===== src/rtl/axi4_lite_mps_master.sv =====
// AXI4-Lite single-transaction initiator for the MPS control logic.
// One request at a time: AW/W/B for writes, AR/R for reads, one response pulse.
// Optional watchdog enabled by defining MPS_AXI_MASTER_TIMEOUT_EN; a hung slave
// then produces a SLVERR response with o_timeout instead of a stuck FSM.
module axi4_lite_mps_master #(
    parameter int C_M_AXI_DATA_WIDTH = 32,
    parameter int C_M_AXI_ADDR_WIDTH = 6,
    parameter int C_TIMEOUT_CYCLES   = 1024
) (
    input  logic                              M_AXI_ACLK,
    input  logic                              M_AXI_ARESET,
    input  logic                              i_req_valid,
    output logic                              o_req_ready,
    input  logic                              i_req_wr,
    input  logic [C_M_AXI_ADDR_WIDTH-1:0]     i_req_addr,
    input  logic [C_M_AXI_DATA_WIDTH-1:0]     i_req_wdata,
    input  logic [C_M_AXI_DATA_WIDTH/8-1:0]   i_req_wstrb,
    output logic                              o_rsp_valid,
    output logic [C_M_AXI_DATA_WIDTH-1:0]     o_rsp_rdata,
    output logic [1:0]                        o_rsp_resp,
    output logic                              o_timeout,
    output logic [C_M_AXI_ADDR_WIDTH-1:0]     M_AXI_AWADDR,
    output logic                              M_AXI_AWVALID,
    input  logic                              M_AXI_AWREADY,
    output logic [C_M_AXI_DATA_WIDTH-1:0]     M_AXI_WDATA,
    output logic [C_M_AXI_DATA_WIDTH/8-1:0]   M_AXI_WSTRB,
    output logic                              M_AXI_WVALID,
    input  logic                              M_AXI_WREADY,
    input  logic [1:0]                        M_AXI_BRESP,
    input  logic                              M_AXI_BVALID,
    output logic                              M_AXI_BREADY,
    output logic [C_M_AXI_ADDR_WIDTH-1:0]     M_AXI_ARADDR,
    output logic                              M_AXI_ARVALID,
    input  logic                              M_AXI_ARREADY,
    input  logic [C_M_AXI_DATA_WIDTH-1:0]     M_AXI_RDATA,
    input  logic [1:0]                        M_AXI_RRESP,
    input  logic                              M_AXI_RVALID,
    output logic                              M_AXI_RREADY
);
    localparam int SW = C_M_AXI_DATA_WIDTH / 8;

    typedef enum logic [2:0] {IDLE, WR, WR_RESP, RD, RD_DATA, RESP} state_t;

    if (C_TIMEOUT_CYCLES < 2) begin : g_bad_timeout
        $error("C_TIMEOUT_CYCLES must be at least 2");
    end

    state_t                         state_q;
    logic [C_M_AXI_ADDR_WIDTH-1:0]  addr_q;
    logic [C_M_AXI_DATA_WIDTH-1:0]  wdata_q;
    logic [SW-1:0]                  wstrb_q;
    logic                           awvalid_q, wvalid_q, aw_done_q, w_done_q;
    logic                           bready_q, arvalid_q, rready_q;
    logic                           rsp_valid_q, timeout_q;
    logic [C_M_AXI_DATA_WIDTH-1:0]  rdata_q;
    logic [1:0]                     resp_q;

    logic aw_hs, w_hs, b_hs, ar_hs, r_hs;
    logic aw_done_d, w_done_d, expire;

    assign aw_hs     = awvalid_q & M_AXI_AWREADY;
    assign w_hs      = wvalid_q  & M_AXI_WREADY;
    assign b_hs      = bready_q  & M_AXI_BVALID;
    assign ar_hs     = arvalid_q & M_AXI_ARREADY;
    assign r_hs      = rready_q  & M_AXI_RVALID;
    // Done flags include this cycle's handshake so WR_RESP is entered on the handshake edge
    assign aw_done_d = aw_done_q | aw_hs;
    assign w_done_d  = w_done_q  | w_hs;

`ifdef MPS_AXI_MASTER_TIMEOUT_EN
    localparam int CW = $clog2(C_TIMEOUT_CYCLES + 1);
    localparam logic [CW-1:0] CNT_LAST = CW'(C_TIMEOUT_CYCLES - 1);

    logic [CW-1:0] cnt_q;
    logic          busy, any_hs;

    assign busy   = (state_q == WR) || (state_q == WR_RESP) ||
                    (state_q == RD) || (state_q == RD_DATA);
    assign any_hs = aw_hs | w_hs | b_hs | ar_hs | r_hs;
    // Expire on the edge where the counter reaches the limit; a handshake on that edge wins
    assign expire = busy & ~any_hs & (cnt_q == CNT_LAST);

    // Watchdog: restarts on accept or any handshake, counts while waiting on the bus
    always_ff @(posedge M_AXI_ACLK or posedge M_AXI_ARESET) begin
        if (M_AXI_ARESET)
            cnt_q <= '0;
        else if ((state_q == IDLE && i_req_valid) || any_hs)
            cnt_q <= '0;
        else if (busy)
            cnt_q <= cnt_q + 1'b1;
    end
`else
    assign expire = 1'b0;
`endif

    // Transaction FSM with registered AXI handshake outputs and response
    always_ff @(posedge M_AXI_ACLK or posedge M_AXI_ARESET) begin
        if (M_AXI_ARESET) begin
            state_q     <= IDLE;
            addr_q      <= '0;
            wdata_q     <= '0;
            wstrb_q     <= '0;
            awvalid_q   <= 1'b0;
            wvalid_q    <= 1'b0;
            aw_done_q   <= 1'b0;
            w_done_q    <= 1'b0;
            bready_q    <= 1'b0;
            arvalid_q   <= 1'b0;
            rready_q    <= 1'b0;
            rsp_valid_q <= 1'b0;
            timeout_q   <= 1'b0;
            rdata_q     <= '0;
            resp_q      <= 2'b00;
        end else begin
            rsp_valid_q <= 1'b0;
            if (expire) begin
                // Hung slave: abandon every channel and report SLVERR
                awvalid_q   <= 1'b0;
                wvalid_q    <= 1'b0;
                bready_q    <= 1'b0;
                arvalid_q   <= 1'b0;
                rready_q    <= 1'b0;
                rdata_q     <= '0;
                resp_q      <= 2'b10;
                timeout_q   <= 1'b1;
                rsp_valid_q <= 1'b1;
                state_q     <= RESP;
            end else begin
                case (state_q)
                    IDLE: if (i_req_valid) begin
                        addr_q  <= i_req_addr;
                        wdata_q <= i_req_wdata;
                        wstrb_q <= i_req_wstrb;
                        if (i_req_wr) begin
                            awvalid_q <= 1'b1;
                            wvalid_q  <= 1'b1;
                            aw_done_q <= 1'b0;
                            w_done_q  <= 1'b0;
                            state_q   <= WR;
                        end else begin
                            arvalid_q <= 1'b1;
                            state_q   <= RD;
                        end
                    end
                    WR: begin
                        if (aw_hs) awvalid_q <= 1'b0;
                        if (w_hs)  wvalid_q  <= 1'b0;
                        aw_done_q <= aw_done_d;
                        w_done_q  <= w_done_d;
                        if (aw_done_d && w_done_d) begin
                            bready_q <= 1'b1;
                            state_q  <= WR_RESP;
                        end
                    end
                    WR_RESP: if (b_hs) begin
                        bready_q    <= 1'b0;
                        resp_q      <= M_AXI_BRESP;
                        rdata_q     <= '0;
                        rsp_valid_q <= 1'b1;
                        state_q     <= RESP;
                    end
                    RD: if (ar_hs) begin
                        arvalid_q <= 1'b0;
                        rready_q  <= 1'b1;
                        state_q   <= RD_DATA;
                    end
                    RD_DATA: if (r_hs) begin
                        rready_q    <= 1'b0;
                        rdata_q     <= M_AXI_RDATA;
                        resp_q      <= M_AXI_RRESP;
                        rsp_valid_q <= 1'b1;
                        state_q     <= RESP;
                    end
                    RESP: begin
                        timeout_q <= 1'b0;
                        state_q   <= IDLE;
                    end
                    default: state_q <= IDLE;
                endcase
            end
        end
    end

    assign o_req_ready   = (state_q == IDLE);
    assign o_rsp_valid   = rsp_valid_q;
    assign o_rsp_rdata   = rdata_q;
    assign o_rsp_resp    = resp_q;
    assign o_timeout     = timeout_q;
    assign M_AXI_AWADDR  = addr_q;
    assign M_AXI_AWVALID = awvalid_q;
    assign M_AXI_WDATA   = wdata_q;
    assign M_AXI_WSTRB   = wstrb_q;
    assign M_AXI_WVALID  = wvalid_q;
    assign M_AXI_BREADY  = bready_q;
    assign M_AXI_ARADDR  = addr_q;
    assign M_AXI_ARVALID = arvalid_q;
    assign M_AXI_RREADY  = rready_q;

endmodule


===== config.mk =====
export PLATFORM = sky130hd
export DESIGN_NAME = axi4_lite_mps_master
export DESIGN_NICKNAME = d
export VERILOG_FILES = /design/src/rtl/axi4_lite_mps_master.sv
export SDC_FILE = /design/constraint.sdc
export NUM_CORES = 1
export LEC_CHECK = 0
export CAP_MARGIN = 40
export CORE_AREA = 2 2 124 102
export CTS_CLUSTER_DIAMETER = 200
export CTS_CLUSTER_SIZE = 25
export DETAILED_ROUTE_END_ITERATION = 16
export DIE_AREA = 0 0 126 104
export PLACE_DENSITY = 0.71
export REMOVE_ABC_BUFFERS = 1
export SETUP_SLACK_MARGIN = 0.2
export SLEW_MARGIN = 20
export SYNTH_ARGS = -nofsm -noshare
export SYNTH_HDL_FRONTEND = slang
export SYNTH_SLANG_ARGS = --single-unit

===== constraint.sdc =====
create_clock -name M_AXI_ACLK -period 5 [get_ports M_AXI_ACLK]
set_input_delay 1 -clock M_AXI_ACLK [delete_from_list [all_inputs] [get_ports M_AXI_ACLK]]
set_output_delay 1 -clock M_AXI_ACLK [all_outputs]
set_load 0.01 [all_outputs]

After elaboration in Yosys (flattened, before gate mapping). Cells that the tools add are included.

Output and inout bits: 90. Flip-flop bits (word level): 87. Input port bits: 87.

Equality and inequality tests: 13. Reductions and logical operators: 16. Bitwise logic cells: 7. Muxes and demuxes: 36.

Operators by type and width (number): 2-to-1 mux 32 bit (2); case mux 32 bit (2 select lines) (1); inequality test 2 bit, second input constant (8); case mux 1 bit (2 select lines) (8); 2-to-1 mux 1 bit (15); 2-to-1 mux 3 bit (5); case mux 3 bit (5 select lines) (1); AND reduction 3 bit (4); AND reduction 4 bit (3); nonzero test 2 bit (5); equality test 3 x 2 -> 1 bit, second input constant (2); 2-to-1 mux 2 bit (3); bitwise AND 1 bit (5); AND reduction 5 bit (1); case mux 2 bit (2 select lines) (1); equality test 3 x 1 -> 1 bit, second input constant (1); equality test 3 bit, second input constant (1); zero test 3 bit (1); inequality test 2 x 1 -> 1 bit, second input constant (1); OR 1 bit (2); AND reduction 2 bit (1); logical AND 1 bit (1).

Longest topological paths before layout. Gate-level depths: netlist of the first run.

Depth in word-level cells: 5. Mapped depth: 5.

Worst setup path before layout of the first run. Ideal clock, no wire load.

Kind: input port to flip-flop. Start: input port i_req_valid. End: register addr_q[5] (netlist: M_AXI_ARADDR[5]). Arrival: 1.891 ns. Slack: 2.984 ns. Stages on the path: 3. Setup time: 0.125 ns. Buffers on the path: 1. Path through: nor4b_4 > buf_6 > mux2_2.

Longest elaborated chain between the ends: 1.

Ends and longest elaborated chain: start, declared (RTL line 12) `input logic i_req_valid,`; AND reduction 2 bit (no line); end signal, assigned (RTL line 131) `addr_q <= i_req_addr;`; end, declared (RTL line 49) `logic [C_M_AXI_ADDR_WIDTH-1:0] addr_q;`.

Every way passes these cells. A chain may end at the register's enable or synchronous reset.

Final worst setup path of the first run.
Start: register state_q[0]. End: output port o_req_ready.

Longest elaborated chain between the ends: 1.

Ends and longest elaborated chain: start, declared (RTL line 48) `state_t state_q;`; start signal, assigned (RTL line 99) `state_q <= IDLE;`; start signal, assigned (RTL line 127) `state_q <= RESP;`; start signal, assigned (RTL line 139) `state_q <= WR;`; zero test 3 bit (RTL line 184) `assign o_req_ready = (state_q == IDLE);`; end, declared (RTL line 13) `output logic o_req_ready,`.

Every way passes these cells.

==> results.yml, run 1 <==
status:
  status: "complete, no violations"
timing:
  tightest_slew_ps: 643.6
  rsz0062_at_grt: "no"
  fmax_mhz: 364.7
  slew_headroom: 0.5704
  finalSetupViolCount: 0
  layout_min_cycle_time_ps: 2742
  skew_ps: 4.535
  tns_ps: 0
  fin_crit_sh: 0.5485
  finalHoldViolations: 0
  slew_viol_final: 0
die:
  io_pins: 177
  initial_core_util: 0.2931
  coreArea_sq_um: 11890
  die_w_microns: 126
  die_h_microns: 104
  dieArea_sq_um: 13100
  rows: 36
logic_synthesis:
  synth_cells: 245
  yosysTopAreaCell: "dfrtp_1"
  ys_seq_area_frac: 0.6246
  netlist_area_sq_um: 3486
  ys_ff_latch: 87
  synth_cell_types: 31
  synth.avg_cell_area_sq_um: 14.23
  synth_area_leaders: "dfrtp_1, mux2_2, a22o_1"
  yosys.area.top_type_share: 0.6246
  yosysWarnings: 0
cells_and_area:
  area_growth_pct: 61.41
  layout_commonest_cell: "clkdlybuf4s50_1"
  layout-drive-gt1-share: 0.1599
  num-nets-final: 501
  final_cell_mix: "clkdlybuf4s50_1, dfrtp_1, mux2_2, a22o_1"
  layout.area.seq_sq_um: 2177
  fillers: 1052
  antenna_cells: 0
  multi_input_area_sq_um: 1139
power:
  p_leak_nw: 2.369
  seqPwrFrac: 0.374
  p_comb_frac: 0.436
  fin_total_pwr_w: 0.003442
  swShare: 0.3056
  power.density_nw_per_um2: 611.7
  clkPwrFrac: 0.190
  p_switching_w: 0.001052
  p_int_w: 0.002390
  peakVddDrop_mv: 0.2610
min_path:
  hold_class: "flip-flop to flip-flop"
placed_design:
  gp_congestion: 0.7746
  port-buffer-count: 175
  hpwl_microns: 6421
clocking:
  ctsHoldBuffers: 0
  cts_tree: "yes"
  clock_path_buffers: 2
  cts_root_buffer: "clkbuf_16"
  cts_num_sinks: 87
  clkTransAtPathRegs_ps: 60
  h-tree-depth: 3
  numCtsBuffers: 9
  cts_resized: 0
  postCtsSetupBuffers: 0
  clock_latency_ps: 340
global_route:
  grt_pass1_wl_microns: 14120
  grt_pass1_vias: 2696
  antenna_found_initial: 0
  track_usage: 0.1384
  grt_overflow: 0
  grt_max_degree: 43
worst_setup_path:
  r2r_end: "o_rsp_resp[0]"
  start_kind: "flip-flop"
  cp.arrival_ps: 1740
  worst_setup_path_end_kind: "primary output"
  required_ps: 4000
  r2r-start: "state_q[1]"
  critPathCapture: "o_req_ready"
  crit_fanout: 18
  reg2reg_slack_ps: 2630
  worstRegToRegCells: 4
  cp-startpoint: "state_q[0]"
  crit_type: "flip-flop to primary output"
drt:
  ant_nets: 0
  initialDrtViolationCount: 100
  dr_total_vias: 2608
  drc: 0
  wire_per_inst_microns: 15.36
  routed_wl_microns: 8770
  dr.pass1.iters: 4
  viasPerCell: 4.567
run:
  maxCapViolations: 0
## registers in the layout, indices dropped and copies added, names as in the netlist
signal	cells
o_rsp_resp	2
M_AXI_WVALID	1
state_q	3
M_AXI_BREADY	1
M_AXI_ARVALID	1
M_AXI_ARADDR	6
M_AXI_RREADY	1
o_rsp_rdata	32
M_AXI_WDATA	32
aw_done_q	1
w_done_q	1
o_rsp_valid	1
M_AXI_WSTRB	4
M_AXI_AWVALID	1
## cell type report
type | instances | area share
tap | 152 | 0.03380
timing repair buffer | 180 | 0.3209
inverter | 6 | 0.004225
clock buffer | 11 | 0.04136
clock inverter | 5 | 0.01045
multi-input combinational | 130 | 0.2024
sequential | 87 | 0.3869
## per-stage QoR
step / hold slack [ps] / setup WS [ps] / instances / util / cell area (sq um)
floorplan: 523.4 / 1750 / 223 / - / 3332
detailed placement: 487.8 / 1911 / 555 / 0.4487 / 5335
finish: 498.7 / 2258 / 571 / 0.4732 / 5627
global route: 514.7 / 2109 / 571 / 0.4732 / 5627
CTS: 502.1 / 2224 / 571 / 0.4732 / 5627
global placement: 466.3 / 1937 / 553 / 0.4460 / 5304
## power by group through the flow
stage          combinational (W)  sequential (W)  clock (W)
2_1_floorplan           0.000493         0.00142          0
3_3_place_gp             0.00149         0.00128          0
3_5_place_dp             0.00152         0.00129          0
4_1_cts                  0.00152         0.00129   0.000679
5_1_grt                  0.00161         0.00134   0.000707
6_report                 0.00150         0.00129   0.000653
## layer usage
metal	GRT usage	part of all wire	vias up
li1	-	-	1224
met1	0.1729	0.43	1229
met2	0.2074	0.44	146
met3	0.07459	0.11	9
met4	0.04003	0.010	0
met5	0	0	-
## Yosys cell counts
| library cell | count |
|---|---|
| a211oi_1 | 1 |
| a21o_1 | 4 |
| a21oi_1 | 9 |
| a221oi_1 | 1 |
| a22o_1 | 32 |
| a31o_2 | 1 |
| a31oi_1 | 5 |
| and4b_1 | 2 |
| buf_2 | 9 |
| buf_4 | 8 |
| buf_6 | 4 |
| clkbuf_1 | 1 |
| conb_1 | 1 |
| dfrtp_1 | 87 |
| inv_1 | 6 |
| mux2_1 | 3 |
| mux2_2 | 43 |
| nand2_1 | 4 |
| nand2b_1 | 1 |
| nand3_1 | 4 |
| nand3b_1 | 2 |
| nand4bb_1 | 1 |
| nor2_1 | 5 |
| nor2b_1 | 1 |
| nor3_1 | 1 |
| nor3_2 | 1 |
| nor3b_1 | 1 |
| nor4b_4 | 1 |
| o21ai_0 | 4 |
| o21bai_2 | 1 |
| o311ai_0 | 1 |
## cells by family after synthesis
group / after synthesis / synth area share
buffers and inverters: 28 / 0.05061
and+or+nand+nor: 24 / 0.04558
other: 1 / 0.001076
AOI/OAI and AO/OA: 59 / 0.1296
DFF: 87 / 0.6246
muxes: 46 / 0.1486
## critical path: stages (launching register included)
cell	delay (ps)
dfrtp_1	590
nor3_1	250
clkdlybuf4s50_1	560
## how the worst min path moves through the flow
stage / startpoint / to / slack (ps) / cells past startpoint
after floorplan: aw_done_q / aw_done_q / 520 / 2
after global placement: M_AXI_WDATA[27] / M_AXI_WDATA[27] / 470 / 1
after detailed placement: M_AXI_WDATA[29] / M_AXI_WDATA[29] / 490 / 1
after CTS: M_AXI_WDATA[29] / M_AXI_WDATA[29] / 500 / 1
after global routing: M_AXI_WSTRB[1] / M_AXI_WSTRB[1] / 510 / 1
final: M_AXI_WDATA[29] / M_AXI_WDATA[29] / 500 / 1
Power figures use the tool's default switching activity.
==> run 2: changes to the inputs <==
==> constraint.sdc (replaced) <==
create_clock -name M_AXI_ACLK -period 2.6 [get_ports M_AXI_ACLK]
set_input_delay 0.52 -clock M_AXI_ACLK [delete_from_list [all_inputs] [get_ports M_AXI_ACLK]]
set_output_delay 0.52 -clock M_AXI_ACLK [all_outputs]
set_load 0.01 [all_outputs]
==> results.yml, run 2 (synthesis gave the netlist of run 1 again) <==
power:
  seqPwrFrac: 0.363
  p_leak_nw: 2.400
  p_comb_frac: 0.424
  peakVddDrop_mv: 0.5814
  p_int_w: 0.004808
  p_switching_w: 0.002033
  power.density_nw_per_um2: 1202
  clkPwrFrac: 0.213
  swShare: 0.2971
clocking:
  h-tree-depth: 3
  clkTransAtPathRegs_ps: 60
  clock_latency_ps: 330
  postCtsSetupBuffers: 0
  numCtsBuffers: 9
  cts_tree: "yes"
  ctsHoldBuffers: 0
  cts_resized: 0
  cts_root_buffer: "clkbuf_16"
  cts_num_sinks: 87
  clock_path_buffers: 2
worst_setup_path:
  start_kind: "flip-flop"
  required_ps: 2080
  r2r_end: "o_rsp_resp[1]"
  r2r-start: "state_q[0]"
  cp-startpoint: "state_q[0]"
  worst_setup_path_end_kind: "primary output"
  critPathMaxStageDelay_ps: 600
  critPathCapture: "o_req_ready"
  crit_fanout: 18
  reg2reg_slack_ps: 650
  worstPathCellList: "nor3_1, clkdlybuf4s50_1"
  cp.arrival_ps: 1760
  crit_type: "flip-flop to primary output"
  slowest_stage: "dfrtp_1"
  worstRegToRegCells: 3
timing:
  fin_crit_sh: 0.8761
  fmax_mhz: 439.0
  layout_min_cycle_time_ps: 2278
  tightest_slew_ps: 626.5
  tns_ps: 0
  rsz0062_at_grt: "no"
  finalHoldViolations: 0
  hold_slack_ps: 489.9
  slew_headroom: 0.5823
  skew_ps: 6.108
  slew_viol_final: 0
  finalSetupViolCount: 0
global_route:
  grt_pass1_vias: 2669
  grt_max_degree: 49
  grt_pass1_wl_microns: 13710
  track_usage: 0.1313
  antenna_found_initial: 0
  grt_overflow: 0
die:
  die_w_microns: 126
  dieArea_sq_um: 13100
  initial_core_util: 0.2931
  io_pins: 177
  die_h_microns: 104
  coreArea_sq_um: 11890
  rows: 36
drt:
  viasPerCell: 4.670
  wire_per_inst_microns: 15.34
  initialDrtViolationCount: 138
  routed_wl_microns: 8777
  dr.pass1.iters: 4
  ant_nets: 0
  dr_total_vias: 2671
  drc: 0
min_path:
  hold_class: "flip-flop to flip-flop"
  worstHoldPathCells: 1
cells_and_area:
  layout-drive-gt1-share: 0.1619
  fillers: 1052
  area_growth_pct: 63.24
  layout_commonest_cell: "clkdlybuf4s50_1"
  num-nets-final: 502
  final_util: 0.4785
  antenna_cells: 0
  final_cell_mix: "clkdlybuf4s50_1, dfrtp_1, mux2_2, a22o_1"
run:
  maxCapViolations: 0
placed_design:
  port-buffer-count: 175
  hpwl_microns: 6358
  gp_congestion: 0.7804
status:
  status: "complete, no violations"
## run 2: power groups by stage
stage | clock network, W | logic, W | registers (W)
2_1_floorplan | 0 | 0.000948 | 0.00273
3_3_place_gp | 0 | 0.00288 | 0.00248
3_5_place_dp | 0 | 0.00295 | 0.00250
4_1_cts | 0.00151 | 0.00295 | 0.00249
5_1_grt | 0.00156 | 0.00310 | 0.00257
6_report | 0.00146 | 0.00290 | 0.00248
## run 2: cell type report
| cell class | instances | area [sq um] | share of cell area |
|---|---|---|---|
| Clock inverter | 5 | 106.4 | 0.01869 |
| Tap cell | 152 | 190.2 | 0.03342 |
| Multi-Input combinational cell | 130 | 1139 | 0.2001 |
| Sequential cell | 87 | 2177 | 0.3826 |
| Clock buffer | 11 | 232.7 | 0.04090 |
| Timing Repair Buffer | 181 | 1822 | 0.3201 |
| Inverter | 6 | 23.77 | 0.004178 |
## run 2: worst min-delay path by stage
stage	startpoint	end
CTS	M_AXI_WDATA[29]	M_AXI_WDATA[29]
global placement	M_AXI_WDATA[27]	M_AXI_WDATA[27]
finish	M_AXI_WDATA[29]	M_AXI_WDATA[29]
global route	M_AXI_WDATA[29]	M_AXI_WDATA[29]
floorplan	aw_done_q	aw_done_q
detailed placement	M_AXI_WDATA[29]	M_AXI_WDATA[29]
## run 2: worst max-delay path: cells and delay by family, from the launching register on
family	cells	cell delay, ps
buf+inv	1	570
flops	1	600
simple gates	1	260
## run 2: per-stage QoR
stage	setup slack, ps	instance area (sq um)	total power [W]	instances
after floorplan	-170.2	3332	0.003676	223
after global placement	490.2	5351	0.005362	556
after detailed placement	432.9	5351	0.005445	556
after CTS	288.4	5690	0.006947	572
after global routing	259.9	5690	0.007236	572
final	322.2	5690	0.006841	572
## run 2: layer usage
layer,vias to the layer above,share of wire,global-route usage
li1,1235,-,-
met1,1278,0.45,0.1712
met2,147,0.43,0.1982
met3,11,0.10,0.05453
met4,0,0.014,0.04317
met5,-,0,0
